## src/rtl/hazard_pkg.sv

```systemverilog
// Shared types and helpers for the pipeline hazard controller.
// Forward-select encoding, MDU FSM states and the register-match rule.
package hazard_pkg;

  typedef enum logic [1:0] {
    FWD_RF  = 2'b00,
    FWD_WB  = 2'b01,
    FWD_MEM = 2'b10
  } fwd_sel_e;

  typedef enum logic {
    IDLE = 1'b0,
    BUSY = 1'b1
  } hz_state_e;

  // Addresses are zero-extended to 32 bits so one helper
  // serves any register-address width.
  function automatic logic is_match(
    input logic [31:0] addr,
    input logic [31:0] rd,
    input logic        we
  );
    return we && (rd != '0) && (addr == rd);
  endfunction

endpackage

```

## src/rtl/hazard_if.sv

```systemverilog
// Hazard-control bundle between datapath (master) and controller (slave).
// Carries stage register addresses/enables in, stall/flush/forward/counters out.
interface hazard_if #(
  parameter int REG_AW = 5,
  parameter int CNT_W  = 16
);

  logic [REG_AW-1:0] rs1D;
  logic [REG_AW-1:0] rs2D;
  logic [REG_AW-1:0] rs1E;
  logic [REG_AW-1:0] rs2E;
  logic [REG_AW-1:0] rdE;
  logic [REG_AW-1:0] rdM;
  logic [REG_AW-1:0] rdW;
  logic              regwriteE;
  logic              regwriteM;
  logic              regwriteW;
  logic              result_srcE;
  logic              mdu_opE;
  logic              pc_src;
  logic              perf_clr;

  logic [1:0]        forwardAE;
  logic [1:0]        forwardBE;
  logic              stallF;
  logic              stallD;
  logic              stallE;
  logic              flushD;
  logic              flushE;
  logic              flushM;
  logic              mdu_busy;
  logic [CNT_W-1:0]  stall_cycles;
  logic [CNT_W-1:0]  flush_events;

  modport master (
    output rs1D, rs2D, rs1E, rs2E,
    output rdE, rdM, rdW,
    output regwriteE, regwriteM, regwriteW,
    output result_srcE, mdu_opE,
    output pc_src, perf_clr,
    input  forwardAE, forwardBE,
    input  stallF, stallD, stallE,
    input  flushD, flushE, flushM,
    input  mdu_busy,
    input  stall_cycles, flush_events
  );

  modport slave (
    input  rs1D, rs2D, rs1E, rs2E,
    input  rdE, rdM, rdW,
    input  regwriteE, regwriteM, regwriteW,
    input  result_srcE, mdu_opE,
    input  pc_src, perf_clr,
    output forwardAE, forwardBE,
    output stallF, stallD, stallE,
    output flushD, flushE, flushM,
    output mdu_busy,
    output stall_cycles, flush_events
  );

endinterface

```

## src/rtl/hazard_perf_cnt.sv

```systemverilog
// Saturating event counter with synchronous clear.
// Ports: clk, rst_n, i_inc (count), i_clr (clear, wins), o_cnt.
module hazard_perf_cnt #(
  parameter int W = 16
) (
  input  logic         clk,
  input  logic         rst_n,
  input  logic         i_inc,
  input  logic         i_clr,
  output logic [W-1:0] o_cnt
);

  logic [W-1:0] r_cnt;

  always_ff @(posedge clk or negedge rst_n) begin
    if (!rst_n) begin
      r_cnt <= '0;
    end else if (i_clr) begin
      r_cnt <= '0;
    end else if (i_inc && (r_cnt != '1)) begin
      r_cnt <= r_cnt + 1'b1;
    end
  end

  assign o_cnt = r_cnt;

endmodule

```

## src/rtl/hazard_ctrl.sv

```systemverilog
// Pipeline hazard controller: forwarding, load-use/RAW stalls, MDU hold.
// Ports: clk, rst_n, hz (hazard_if.slave) with controls and perf counters.
module hazard_ctrl
  import hazard_pkg::*;
#(
  parameter int REG_AW  = 5,
  parameter int FWD_EN  = 1,
  parameter int MDU_LAT = 4,
  parameter int CNT_W   = 16
) (
  input  logic    clk,
  input  logic    rst_n,
  hazard_if.slave hz
);

  localparam int CW = (MDU_LAT > 2) ? $clog2(MDU_LAT) : 1;
  localparam logic [CW-1:0] CNT_LOAD =
    CW'((MDU_LAT > 1) ? (MDU_LAT - 2) : 0);

  hz_state_e   r_state;
  hz_state_e   w_state_nx;
  logic [CW-1:0] r_cnt;
  logic [CW-1:0] w_cnt_nx;

  logic w_mdu_stall;
  logic w_busy;
  logic w_d1E, w_d2E, w_d1M, w_d2M;
  logic w_ld_use;
  logic w_raw;
  logic w_hzd;

  fwd_sel_e w_fwdA;
  fwd_sel_e w_fwdB;

  logic w_stallF, w_stallD, w_stallE;
  logic w_flushD, w_flushE, w_flushM;
  logic w_flush_ev;

  logic [CNT_W-1:0] w_stall_cnt;
  logic [CNT_W-1:0] w_flush_cnt;

  function automatic logic [31:0] ext(
    input logic [REG_AW-1:0] a
  );
    return 32'(a);
  endfunction

  assign w_d1E = is_match(ext(hz.rs1D), ext(hz.rdE),
                          hz.regwriteE);
  assign w_d2E = is_match(ext(hz.rs2D), ext(hz.rdE),
                          hz.regwriteE);
  assign w_d1M = is_match(ext(hz.rs1D), ext(hz.rdM),
                          hz.regwriteM);
  assign w_d2M = is_match(ext(hz.rs2D), ext(hz.rdM),
                          hz.regwriteM);

  assign w_ld_use = hz.result_srcE & (w_d1E | w_d2E);
  // WB needs no stall: the register file writes first half-cycle.
  assign w_raw = (FWD_EN == 0) &
                 (w_d1E | w_d2E | w_d1M | w_d2M);
  assign w_hzd = w_ld_use | w_raw;

  always_comb begin
    w_fwdA = FWD_RF;
    w_fwdB = FWD_RF;
    if (FWD_EN != 0) begin
      if (is_match(ext(hz.rs1E), ext(hz.rdM), hz.regwriteM))
        w_fwdA = FWD_MEM;
      else if (is_match(ext(hz.rs1E), ext(hz.rdW),
                        hz.regwriteW))
        w_fwdA = FWD_WB;
      if (is_match(ext(hz.rs2E), ext(hz.rdM), hz.regwriteM))
        w_fwdB = FWD_MEM;
      else if (is_match(ext(hz.rs2E), ext(hz.rdW),
                        hz.regwriteW))
        w_fwdB = FWD_WB;
    end
  end

  always_ff @(posedge clk or negedge rst_n) begin
    if (!rst_n) begin
      r_state <= IDLE;
      r_cnt   <= '0;
    end else begin
      r_state <= w_state_nx;
      r_cnt   <= w_cnt_nx;
    end
  end

  // The entry cycle stalls from IDLE; the final BUSY cycle
  // (counter at 0) releases the pipeline so the op leaves EX.
  always_comb begin
    w_state_nx  = r_state;
    w_cnt_nx    = r_cnt;
    w_mdu_stall = 1'b0;
    w_busy      = 1'b0;
    unique case (r_state)
      IDLE: begin
        if (hz.mdu_opE && (MDU_LAT > 1)) begin
          w_state_nx  = BUSY;
          w_cnt_nx    = CNT_LOAD;
          w_mdu_stall = 1'b1;
        end
      end
      BUSY: begin
        if (r_cnt == '0) begin
          w_state_nx = IDLE;
        end else begin
          w_cnt_nx    = r_cnt - 1'b1;
          w_mdu_stall = 1'b1;
          w_busy      = 1'b1;
        end
      end
      default: begin
        w_state_nx = IDLE;
        w_cnt_nx   = '0;
      end
    endcase
  end

  always_comb begin
    w_stallF = 1'b0;
    w_stallD = 1'b0;
    w_stallE = 1'b0;
    w_flushD = 1'b0;
    w_flushE = 1'b0;
    w_flushM = 1'b0;
    unique case (1'b1)
      w_mdu_stall: begin
        w_stallF = 1'b1;
        w_stallD = 1'b1;
        w_stallE = 1'b1;
        w_flushM = 1'b1;
      end
      (!w_mdu_stall && hz.pc_src): begin
        w_flushD = 1'b1;
        w_flushE = 1'b1;
      end
      (!w_mdu_stall && !hz.pc_src && w_hzd): begin
        w_stallF = 1'b1;
        w_stallD = 1'b1;
        w_flushE = 1'b1;
      end
      default: ;
    endcase
  end

  assign w_flush_ev = w_flushD | w_flushE;

  hazard_perf_cnt #(.W(CNT_W)) u_stall_cnt (
    .clk   (clk),
    .rst_n (rst_n),
    .i_inc (w_stallF),
    .i_clr (hz.perf_clr),
    .o_cnt (w_stall_cnt)
  );

  hazard_perf_cnt #(.W(CNT_W)) u_flush_cnt (
    .clk   (clk),
    .rst_n (rst_n),
    .i_inc (w_flush_ev),
    .i_clr (hz.perf_clr),
    .o_cnt (w_flush_cnt)
  );

  assign hz.forwardAE    = w_fwdA;
  assign hz.forwardBE    = w_fwdB;
  assign hz.stallF       = w_stallF;
  assign hz.stallD       = w_stallD;
  assign hz.stallE       = w_stallE;
  assign hz.flushD       = w_flushD;
  assign hz.flushE       = w_flushE;
  assign hz.flushM       = w_flushM;
  assign hz.mdu_busy     = w_busy;
  assign hz.stall_cycles = w_stall_cnt;
  assign hz.flush_events = w_flush_cnt;

endmodule

```

## src/flat_wrapper.sv

```systemverilog
// flat-port wrapper written by rule: the top's interface ports become plain ports
module hazard_ctrl_flat import hazard_pkg::*;
#(
  parameter int REG_AW  = 5,
  parameter int FWD_EN  = 1,
  parameter int MDU_LAT = 4,
  parameter int CNT_W   = 16
)
  (clk, rst_n, hz_rs1D, hz_rs2D, hz_rs1E, hz_rs2E, hz_rdE, hz_rdM, hz_rdW, hz_regwriteE, hz_regwriteM, hz_regwriteW, hz_result_srcE, hz_mdu_opE, hz_pc_src, hz_perf_clr, hz_forwardAE, hz_forwardBE, hz_stallF, hz_stallD, hz_stallE, hz_flushD, hz_flushE, hz_flushM, hz_mdu_busy, hz_stall_cycles, hz_flush_events);
  hazard_if #(.REG_AW(REG_AW), .CNT_W(CNT_W)) hz_i ();
  input  logic clk;
  input  logic rst_n;
  input wire logic [$bits(hz_i.rs1D)-1:0] hz_rs1D;
  input wire logic [$bits(hz_i.rs2D)-1:0] hz_rs2D;
  input wire logic [$bits(hz_i.rs1E)-1:0] hz_rs1E;
  input wire logic [$bits(hz_i.rs2E)-1:0] hz_rs2E;
  input wire logic [$bits(hz_i.rdE)-1:0] hz_rdE;
  input wire logic [$bits(hz_i.rdM)-1:0] hz_rdM;
  input wire logic [$bits(hz_i.rdW)-1:0] hz_rdW;
  input wire logic [$bits(hz_i.regwriteE)-1:0] hz_regwriteE;
  input wire logic [$bits(hz_i.regwriteM)-1:0] hz_regwriteM;
  input wire logic [$bits(hz_i.regwriteW)-1:0] hz_regwriteW;
  input wire logic [$bits(hz_i.result_srcE)-1:0] hz_result_srcE;
  input wire logic [$bits(hz_i.mdu_opE)-1:0] hz_mdu_opE;
  input wire logic [$bits(hz_i.pc_src)-1:0] hz_pc_src;
  input wire logic [$bits(hz_i.perf_clr)-1:0] hz_perf_clr;
  output wire logic [$bits(hz_i.forwardAE)-1:0] hz_forwardAE;
  output wire logic [$bits(hz_i.forwardBE)-1:0] hz_forwardBE;
  output wire logic [$bits(hz_i.stallF)-1:0] hz_stallF;
  output wire logic [$bits(hz_i.stallD)-1:0] hz_stallD;
  output wire logic [$bits(hz_i.stallE)-1:0] hz_stallE;
  output wire logic [$bits(hz_i.flushD)-1:0] hz_flushD;
  output wire logic [$bits(hz_i.flushE)-1:0] hz_flushE;
  output wire logic [$bits(hz_i.flushM)-1:0] hz_flushM;
  output wire logic [$bits(hz_i.mdu_busy)-1:0] hz_mdu_busy;
  output wire logic [$bits(hz_i.stall_cycles)-1:0] hz_stall_cycles;
  output wire logic [$bits(hz_i.flush_events)-1:0] hz_flush_events;
  assign hz_i.rs1D = hz_rs1D;
  assign hz_i.rs2D = hz_rs2D;
  assign hz_i.rs1E = hz_rs1E;
  assign hz_i.rs2E = hz_rs2E;
  assign hz_i.rdE = hz_rdE;
  assign hz_i.rdM = hz_rdM;
  assign hz_i.rdW = hz_rdW;
  assign hz_i.regwriteE = hz_regwriteE;
  assign hz_i.regwriteM = hz_regwriteM;
  assign hz_i.regwriteW = hz_regwriteW;
  assign hz_i.result_srcE = hz_result_srcE;
  assign hz_i.mdu_opE = hz_mdu_opE;
  assign hz_i.pc_src = hz_pc_src;
  assign hz_i.perf_clr = hz_perf_clr;
  assign hz_forwardAE = hz_i.forwardAE;
  assign hz_forwardBE = hz_i.forwardBE;
  assign hz_stallF = hz_i.stallF;
  assign hz_stallD = hz_i.stallD;
  assign hz_stallE = hz_i.stallE;
  assign hz_flushD = hz_i.flushD;
  assign hz_flushE = hz_i.flushE;
  assign hz_flushM = hz_i.flushM;
  assign hz_mdu_busy = hz_i.mdu_busy;
  assign hz_stall_cycles = hz_i.stall_cycles;
  assign hz_flush_events = hz_i.flush_events;
  hazard_ctrl #(.REG_AW(REG_AW), .FWD_EN(FWD_EN), .MDU_LAT(MDU_LAT), .CNT_W(CNT_W)) u_core (.clk(clk), .rst_n(rst_n), .hz(hz_i));
endmodule
```

## config.mk

```make
export PLATFORM = sky130hd
export DESIGN_NAME = hazard_ctrl_flat
export DESIGN_NICKNAME = d
export VERILOG_FILES = /design/src/rtl/hazard_pkg.sv /design/src/rtl/hazard_if.sv /design/src/rtl/hazard_perf_cnt.sv /design/src/rtl/hazard_ctrl.sv /design/src/flat_wrapper.sv
export SDC_FILE = /design/constraint.sdc
export NUM_CORES = 1
export LEC_CHECK = 0
export CAP_MARGIN = 40
export CORE_MARGIN = 1
export CORE_UTILIZATION = 41
export CTS_CLUSTER_SIZE = 8
export DETAILED_ROUTE_END_ITERATION = 10
export GPL_TIMING_DRIVEN = 0
export PLACE_DENSITY_LB_ADDON = 0.15
export RECOVER_POWER = 100
export SLEW_MARGIN = 15
export SYNTH_ARGS = -nofsm -noshare
export SYNTH_HDL_FRONTEND = slang
export SYNTH_HIERARCHICAL = 1
export SYNTH_SLANG_ARGS = --single-unit
```

## constraint.sdc

```tcl
create_clock -name clk -period 2.4 [get_ports clk]
set_clock_uncertainty 0.05 [all_clocks]
set_input_delay 0.48 -clock clk [delete_from_list [all_inputs] [get_ports clk]]
set_output_delay 0.48 -clock clk [all_outputs]
set_load 0.02 [all_outputs]
```

==> run_results.csv, run 1 <==
group,metric,value,unit
power,p_leak,1.62,nW
sta,holdWs,0.475,ns
power,p_switching,0.779,mW
die,die_area,6310,µm²
sta,setup_viol,0,
clocking,cts_max_path_buffers,2,
synthesis,ys_ff_latch,35,
sta,rsz0062_at_grt,"true",
worst_setup_path,crit_arrival,1.83,ns
synthesis,syn_nets,310,
final_layout,diodes,0,
global_routing,grt_pass1_vias,2405,
final_layout,fin_cells,441,
synthesis,post_synth_inst_count,263,
worst_setup_path,critPathTopFamily,"simple AND/OR/NAND/NOR gates",
worst_setup_path,cpMostUsedCell,"nor4_2",
placed_design,gp_congestion,0.775,
sta,post-route-min-period,2.36,ns
final_layout,syn2layout_area_growth,52.6,%
synthesis,synth_top_area_cell,"dfrtp_1",
global_routing,grt.overflow.total,0,
synthesis,syn_area_per_cell,9.35,µm²
drt,drc,0,
die,die_h,79.4,µm
global_routing,grt_pass1_wl,11300,µm
power,power_frac_comb,47.2,%
worst_setup_path,critPathMaxStageDelay,0.53,ns
drt,antenna_left,0,
worst_hold_path,hold_class,"reg2reg",
final_layout,final_common_cell,"dfrtp_1",
sta,fmax,424,MHz
worst_setup_path,crit_fanout,3,
synthesis,synth_top_area_share,35.6,%
placed_design,dp_hpwl,4920,µm
global_routing,grt_max_degree,27,
worst_setup_path,required,1.87,ns
drt,drtIter0Drc,100,
worst_setup_path,cp-end-kind,"output pin",
power,p_int,1.32,mW
final_layout,fin_util,66.5,%
sta,max_slew.worst_pin.slew,0.816,ns
clocking,clk_pin_slew_worst_paths,0.06,ns
drt,wl_per_cell,15.6,µm
die,io_pins,87,
die,start_util,43.6,%
synthesis,netlist_area,2460,µm²
die,rows,27,
placed_design,io_buffers,86,
die,die_w,79.4,µm
drt,firstDrtPassIters,4,
power,pwr-share-clk,20.3,%
placed_design,numPlacedInstances,422,
clocking,cts-root-buf,"clkbuf_8",
placed_design,post-place-ws,-0.900,ns
worst_setup_path,critPathLaunchType,"input pin",
drt,wl,6890,µm
synthesis,yosysSeqAreaShare,35.6,%
sta,finalCritPeriodShare,98.3,%
clocking,tritoncts,"done",
global_routing,antenna_found_initial,0,
drt,via_per_inst,5.68,
synthesis,netlist_top_cells_area,"dfrtp_1 36%, xor2_1 8.5%, o31ai_1 4.6%",
sta,finalHoldViolCount,0,
worst_setup_path,ff2ff_setup_slack,0.10,ns
worst_setup_path,path_class,"in2out",
worst_setup_path,crit_chain,"buf_8 > or4_4 > o21ai_4 > nor4_2 > nor4_2 > buf_2",
final_layout,num-nets-final,415,
power,irDropWorstVdd,311,µV
clocking,ctsHtreeMaxLevel,2,
clocking,clock_latency,0.29,ns
power,p_per_area,560,nW/µm²
final_layout,drive_above_1_share,26.8,%
worst_setup_path,worst_path_max_delay_cell,"or4_4",
run,max_cap_viol_count,0,
drt,num_vias,2507,
synthesis,yosysWarningCount,6,
power,swShare,37.1,%
run_status,status,"finished, final reports clean",
global_routing,grt_use_total,22.5,%
die,core,5640,µm²
synthesis,synth.distinct_cells,40,
power,seq_power_share,32.5,%
sta,drv_slew,0,
sta,setup_ws,0.0403,ns
clocking,clock_sinks,35,
worst_setup_path,crit_buf_inv,2,
sta,slew_headroom,45.2,%
clocking,cts_buffers,5,
final_layout,layout_common_cells,"35 x dfrtp_1, 33 x dlygate4sd3_1, 24 x xor2_1",
routing by layer:
layer	share of wire, %	global-route usage [%]	vias up
met4	0.90	6.73	0
met1	45	29.8	1215
met2	50	37.0	73
met5	0	0	-
met3	3.8	4.11	6
li1	-	-	1213
flip-flops by register name, summed over array words and instances, names as in the netlist:
signal                    count
u_core/u_stall_cnt/o_cnt     16
u_core/r_state                1
u_core/r_cnt                  2
u_core/u_flush_cnt/o_cnt     16
area by class of cell:
| type | count | area (µm²) |
|---|---|---|
| Buffer | 12 | 104 |
| Clock buffer | 6 | 72.6 |
| Clock inverter | 2 | 12.5 |
| Fill cell | 476 | 1890 |
| Inverter | 9 | 36.3 |
| Multi-Input combinational cell | 207 | 1690 |
| Sequential cell | 35 | 876 |
| Tap cell | 72 | 90.1 |
| Timing Repair Buffer | 98 | 871 |
stage by stage:
step	total power, mW	TNS [ns]	cell area, µm²
after global routing	2.21	-0.0542	3750
final	2.10	0	3750
after CTS	2.09	-0.00184	3740
after detailed placement	1.53	-24.58	3520
after floorplan	1.17	-0.0598	2560
after global placement	1.52	-25.66	3510
power by group through the flow:
| stage | Clock [mW] | Combinational [mW] | Sequential, mW |
|---|---|---|---|
| CTS | 0.439 | 0.969 | 0.683 |
| global placement | 0 | 0.829 | 0.692 |
| finish | 0.427 | 0.990 | 0.682 |
| detailed placement | 0 | 0.837 | 0.694 |
| global route | 0.467 | 1.06 | 0.691 |
| floorplan | 0 | 0.460 | 0.715 |
Yosys cell counts:
cell	n
o21ai_0	2
o211ai_1	1
nor2b_1	9
a211oi_2	2
or4_1	15
or3_2	2
nor4_2	2
a22oi_1	2
xor2_1	24
dfrtp_1	35
xnor2_1	6
or4_2	4
and2_1	1
o21ai_1	7
mux2_1	8
a21o_1	1
clkbuf_1	8
and3_1	4
or3_1	4
o21ai_2	1
a21oi_1	22
mux2_2	1
nor4_1	10
buf_6	2
nand3b_1	2
ha_1	3
o21bai_1	1
nor3_1	4
o211ai_2	2
nand3_1	8
inv_1	9
buf_4	2
nor4_4	2
nand4_2	2
nand2_1	12
and4_2	4
nand4_1	12
o31ai_1	15
o2111ai_1	1
nor2_1	11
worst reg2reg max path: stages, from the launching register on:
cell and delay (ns):
dfrtp_1 0.36, inv_1 0.08, ha_1 0.18, a21o_1 0.19, o2111ai_2 0.14, o21bai_4 0.22
inv_2 0.06, clkbuf_8 0.16, or4_2 0.66, a21oi_2 0.13
worst paths after layout:
check | start | end | depth (start not counted)
max | hz_rdM[1] | hz_forwardAE[0] | 6
min | u_core/r_cnt[0] | u_core/r_cnt[0] | 1
max reg2reg | u_core/r_cnt[1] | u_core/u_flush_cnt/o_cnt[3] | 9
min reg2reg | u_core/r_cnt[0] | u_core/r_cnt[0] | 1
max in group asynchronous | rst_n | u_core/u_flush_cnt/o_cnt[1] | 3
min in group asynchronous | rst_n | u_core/u_stall_cnt/o_cnt[11] | 2
kinds of logic (layout without fill, tap and decap cells):
logic type      after synthesis  in the layout  synth area share [%]
mux                           9              9                  4.12
xor+xnor                     30             30                  10.7
simple gates                108            108                  28.8
buf+inv                      21            127                  4.12
compound gates               57             57                  15.2
fa+ha+maj                     3              3                  1.53
flops                        35             35                  35.6
what timing repair did:
item	4_1_cts	5_1_grt
gates resized for setup	120	28
buffers inserted	7	2
cloned	1	0
pin swaps	21	12
setup endpoints to repair	39	20
hold buffers	1	0
hold endpoints to repair	4	0
Note: power is estimated with default switching activity, not from simulation.
==> run 2, diff against run 1 <==
CTS_CLUSTER_DIAMETER = 40   (was unset)
SLEW_MARGIN = 20   (was 15)
==> results of run 2 <==
No change in the layout: final DEF, timing and power equal those of run 1.
